===== config.mk =====
export PLATFORM = sky130hd
export DESIGN_NAME = reset_sequencer
export DESIGN_NICKNAME = d
export VERILOG_FILES = /design/src/rtl/reset_sequencer.sv
export SDC_FILE = /design/constraint.sdc
export NUM_CORES = 1
export LEC_CHECK = 0
export ABC_AREA = 1
export ABC_CLOCK_PERIOD_IN_PS = 3700
export BUFFER_PORTS_ARGS = -buffer_cell sky130_fd_sc_hd__clkbuf_2
export CORE_UTILIZATION = 37
export DETAILED_ROUTE_END_ITERATION = 16
export HOLD_SLACK_MARGIN = 0.06
export PLACE_DENSITY_LB_ADDON = 0.15
export RECOVER_POWER = 25
export SYNTH_ARGS = -nofsm -noshare
export SYNTH_HDL_FRONTEND = slang
export SYNTH_SLANG_ARGS = --single-unit

===== constraint.sdc =====
create_clock -name clock -period 3.7 [get_ports clock]
set_input_delay 0.37 -clock clock [delete_from_list [all_inputs] [get_ports clock]]
set_output_delay 0.37 -clock clock [all_outputs]
set_load 0.05 [all_outputs]

===== src/rtl/reset_sequencer.sv =====
// Reset release sequencer with a counted run/done phase for downstream logic.
// Optional build macro RESET_SEQUENCER_AUTORESTART_EN: DONE lasts one cycle, then a new run starts without start.
module reset_sequencer #(
    parameter int RST_CYCLES = 2,
    parameter int NUM_CYCLES = 50
) (
    input  logic        clock,
    input  logic        reset,
    input  logic        start,
    input  logic        pause,
    output logic        sync_reset,
    output logic        running,
    output logic        done,
    output logic [31:0] cycle_count
);

    typedef enum logic [2:0] {
        S_RESET,
        S_HOLD,
        S_IDLE,
        S_RUN,
        S_DONE
    } state_t;

    localparam logic [7:0]  HOLD_LAST = 8'(RST_CYCLES - 1);
    localparam logic [31:0] RUN_LAST  = 32'(NUM_CYCLES - 1);
    localparam logic [31:0] RUN_END   = 32'(NUM_CYCLES);

    state_t      state;
    logic [7:0]  hold_cnt;
    logic        sync_p0;
    logic        sync_p1;

    // Saturating step: the final increment lands exactly on NUM_CYCLES and never beyond.
    function automatic logic [31:0] sat_inc(input logic [31:0] c);
        if (c >= RUN_LAST)
            return RUN_END;
        else
            return c + 32'd1;
    endfunction

    // Reset release synchroniser, stage p0 -> p1
    always_ff @(posedge clock or negedge reset) begin
        if (!reset) begin
            sync_p0 <= 1'b0;
            sync_p1 <= 1'b0;
        end else begin
            sync_p0 <= 1'b1;
            sync_p1 <= sync_p0;
        end
    end

    always_ff @(posedge clock or negedge reset) begin
        if (!reset) begin
            state       <= S_RESET;
            hold_cnt    <= 8'd0;
            cycle_count <= 32'd0;
            sync_reset  <= 1'b1;
            running     <= 1'b0;
            done        <= 1'b0;
        end else begin
            case (state)
                S_RESET: begin
                    if (sync_p1) begin
                        state    <= S_HOLD;
                        hold_cnt <= 8'd0;
                    end
                end
                S_HOLD: begin
                    hold_cnt <= hold_cnt + 8'd1;
                    if (hold_cnt == HOLD_LAST) begin
                        state      <= S_IDLE;
                        sync_reset <= 1'b0;
                    end
                end
                S_IDLE: begin
                    if (start) begin
                        state       <= S_RUN;
                        running     <= 1'b1;
                        cycle_count <= 32'd0;
                    end
                end
                S_RUN: begin
                    if (!pause) begin
                        cycle_count <= sat_inc(cycle_count);
                        if (cycle_count == RUN_LAST) begin
                            state   <= S_DONE;
                            running <= 1'b0;
                            done    <= 1'b1;
                        end
                    end
                end
                S_DONE: begin
`ifdef RESET_SEQUENCER_AUTORESTART_EN
                    state       <= S_RUN;
                    running     <= 1'b1;
                    done        <= 1'b0;
                    cycle_count <= 32'd0;
`else
                    if (start) begin
                        state       <= S_RUN;
                        running     <= 1'b1;
                        done        <= 1'b0;
                        cycle_count <= 32'd0;
                    end
`endif
                end
                default: begin
                    state       <= S_RESET;
                    hold_cnt    <= 8'd0;
                    cycle_count <= 32'd0;
                    sync_reset  <= 1'b1;
                    running     <= 1'b0;
                    done        <= 1'b0;
                end
            endcase
        end
    end

endmodule


==> results.txt <==
The run finished with clean final reports. The first-pass GRT wire length came out at 7969 um. In the final routed layout, each cell accounts on average for around 12 um. The number of nets with antenna violations after routing came out at 0.

The area of the die is roughly 6600 sq um. The placeable core region is 5991 sq um. Dividing the synthesized area by the synthesized cell count gives roughly 8 sq um. Buffers inserted to repair hold after CTS numbered 0. The height of the die came out at 81.46 um. The DRC violations left is 0. The total length of routed wires came out at 4732 um.

The cell row count came out at 28. 39 I/O pins were placed. The routability congestion estimate from global placement is 0.8374. For met2 alone, demand over resource in global routing was 25.08%. The met1 layer usage reported by global route came out at 21.85%. The endpoint class of the critical path is an asynchronous set/reset pin. The slew at the pin closest to its max-slew limit is about 1400 ps. The count of different cell masters after synthesis is 26. The arrival time reported for the critical path endpoint is 2410 ps.

The number of fill cells in the layout is 620. The maximum clock path buffer count came out at 2. The slowest stage of the critical path is the sky130_fd_sc_hd__clkbuf_1 cell. The first detailed-routing pass ran for 4 iterations. The share of the cycle needed by the critical path after routing is 60.02%. The detailed router's first-iteration violation count came out at 91. The global-route met3 utilization came out at ~3.8%. Among cell families on the critical path, the largest total delay comes from buffers and inverters.

The worst hold path belongs to the class in2async. The final number of max-transition violations was 0. The initial utilization of the core area, before any placement, comes to 38.99%. Of all nets on the critical path, the largest fanout is 25.

TritonCTS created 5 clock buffers. The combined flip-flop and latch cell area is about 1200 sq um. The sink count of the clock tree came out at 48. The number of buffer and inverter instances along the worst setup path is 2. Input and output buffers added on the ports amount to 38.

The clock skew after layout came out at 6.125 ps. The final count of hold timing violations came to 0. Across the VDD grid, the largest voltage drop is 363.8 uV.

For this block, the via count after detailed routing is 1888. The number of maximum-capacitance violations came out at 0. The number of antenna violations at the first check in global routing came out at 0. The area added between synthesis and finish is 15.75%.

The area taken by multi-input logic gates is 880.8 sq um. The clock insertion delay at the later pin of the skew report is ~300 ps. The total setup violations reported at the end of the flow came out at 0. The tightest slew margin relative to the limit is 7.624%. The maximum clock frequency is about 450 MHz. The number of global-route vias before repair was 1755.

The kind of launch point of the worst setup path is an input pin. The most numerous cell on the critical path is sky130_fd_sc_hd__clkbuf_1. The CTS H-tree depth is 2. The minimum period implied by the final worst setup slack is between 2000 and 2500 ps.

For this run, the number of Yosys warnings is 0. Setup repair after global routing left no endpoint under its margin. The per-cell via count in the routed design is 4.627. Summed over all nets, the half-perimeter wirelength after detailed placement is 3519 um. The synthesized netlist cell count came out at 289.

The root buffer cell chosen for the clock tree is sky130_fd_sc_hd__clkbuf_8. The global-route usage over all layers came out at 15.93%. The register clock-pin slew on the reported worst setup and hold paths came out at approximately 90 ps.

The critical path is of the in2async type. The design draws 1697 uW. The critical path required time came out at 3890 ps.

The flop and latch count out of synthesis is 48. The net count of the finished layout is 341. The total power density per cell area is approximately 630 nW/um^2. Post-CTS timing repair inserted 0 buffers for setup. The portion of the post-synthesis area used by sequential elements is 51.47%. The critical path's largest stage delay came out at 1090 ps. The critical path goes through clkbuf_1 -> clkbuf_1.

Adding up every negative setup slack in the final design gives 0 ps. The total overflow reported by the global router came out at 0. The pin count of the biggest net entering global routing is 29.

The cell area after synthesis is 2336 sq um. The number of resized instances in the post-cts repair step is 0. The number of inserted diodes came out at 0. The CTS tree is done. The proportion of layout cells with a drive suffix above 1 came out at 16.52%. For this design the static power due to leakage is 0.001488 uW. The post-synthesis net count came out at 298.

The global routing stage identified its most utilized layer as met2. The chip width came out at ~81 um.
## power breakdown
part           switching (uW)  leakage [uW]  internal (uW)
Sequential               61.0      0.000654            577
Combinational             496      0.000779            181
Clock                     182     0.0000541            200
Total                     739       0.00149            958
## state kept, by name, summed over array words and instances (netlist names)
register     count
sync_p1          1
done             1
cycle_count     32
hold_cnt         8
sync_reset       1
running          1
state            3
sync_p0          1
## stage by stage
stage / cell area, sq um / util [%] / cells / setup slack (ps) / hold WS, ps
after floorplan: 2336 / - / 289 / 2115 / 74.41
after global placement: 2597 / 43.36 / 400 / 1994 / 332.4
after detailed placement: 2597 / 43.36 / 400 / 1946 / 335.8
after CTS: 2709 / 45.22 / 408 / 1938 / 91.27
after global routing: 2704 / 45.13 / 408 / 901.1 / 369.1
final: 2704 / 45.13 / 408 / 1479 / 329.9
## final timing paths
kind | from | endpoint | slack, ps | depth (start not counted)
max | reset | state[0] | 1480 | 2
min | reset | cycle_count[27] | 330 | 1
max reg2reg | state[1] | cycle_count[2] | 1940 | 7
min reg2reg | sync_p0 | sync_p1 | 360 | 0
max in group clock | state[1] | cycle_count[2] | 1940 | 7
min in group clock | sync_p0 | sync_p1 | 360 | 0
## cell families after synthesis
logic type               count (synthesis)  share of synthesized area, %
AO/OA/AOI/OAI                           17                         4.125
XOR/XNOR                                 8                         3.000
adder cells (fa/ha/maj)                  5                         2.678
buffers and inverters                   61                         10.82
flip-flops                              48                         51.47
other                                    1                        0.1605
AND/OR/NAND/NOR                        149                         27.74
## cell usage after synthesis, drive strengths merged
library cell  count  area, sq um
nand3            28        140.1
or2               1        6.260
o21ai             2        10.01
nor2             51        206.5
xor2              7        61.31
dfrtp            47         1176
nor3              3        15.01
xnor2             1        8.760
buf               3        30.03
a31oi             1        6.260
conb              1        3.750
nand4             3        18.77
dfstp             1        26.28
ha                5        62.56
nand2            61        246.5
o22ai             8        50.05
nand3b            2        15.01
inv              58        222.7
a21oi             6        30.03
## cell type report
cell class | count | area share (%)
sequential | 48 | 44.47
multi-input combinational | 180 | 32.58
inverter | 58 | 8.237
timing repair buffer | 39 | 7.126
tap | 75 | 3.471
clock buffer | 5 | 2.545
clock inverter | 3 | 1.573
## cell usage in the layout, fill, tap and decap left out
cell type	Yosys	final
sky130_fd_sc_hd__a21oi_1	6	6
sky130_fd_sc_hd__a31oi_1	1	1
sky130_fd_sc_hd__bufinv_16	0	1
sky130_fd_sc_hd__clkbuf_1	0	2
sky130_fd_sc_hd__clkbuf_2	0	37
sky130_fd_sc_hd__clkbuf_8	0	5
sky130_fd_sc_hd__clkinv_2	0	1
sky130_fd_sc_hd__clkinvlp_4	0	1
sky130_fd_sc_hd__conb_1	1	1
sky130_fd_sc_hd__dfrtp_1	47	47
sky130_fd_sc_hd__dfstp_2	1	1
sky130_fd_sc_hd__ha_1	5	5
sky130_fd_sc_hd__inv_1	56	56
sky130_fd_sc_hd__inv_2	1	1
sky130_fd_sc_hd__inv_6	1	1
sky130_fd_sc_hd__nand2_1	58	58
sky130_fd_sc_hd__nand2_2	1	1
sky130_fd_sc_hd__nand2_4	2	2
sky130_fd_sc_hd__nand3_1	28	28
sky130_fd_sc_hd__nand3b_1	2	2
sky130_fd_sc_hd__nand4_1	3	3
sky130_fd_sc_hd__nor2_1	47	47
sky130_fd_sc_hd__nor2_2	3	3
sky130_fd_sc_hd__nor2_4	1	1
sky130_fd_sc_hd__nor3_1	3	3
sky130_fd_sc_hd__o21ai_0	2	2
sky130_fd_sc_hd__o22ai_1	8	8
sky130_fd_sc_hd__or2_1	1	1
sky130_fd_sc_hd__xnor2_1	1	1
sky130_fd_sc_hd__xor2_1	7	7
## routing by layer
| layer | part of all wire (%) | up-vias | routed length [um] |
|---|---|---|---|
| met1 | 51 | 874 | 2404 |
| met4 | 1.2 | 0 | 59 |
| met2 | 44 | 40 | 2081 |
| met5 | 0 | - | 0 |
| met3 | 3.9 | 7 | 186 |
| li1 | - | 967 | - |
Power figures use the tool's default switching activity.
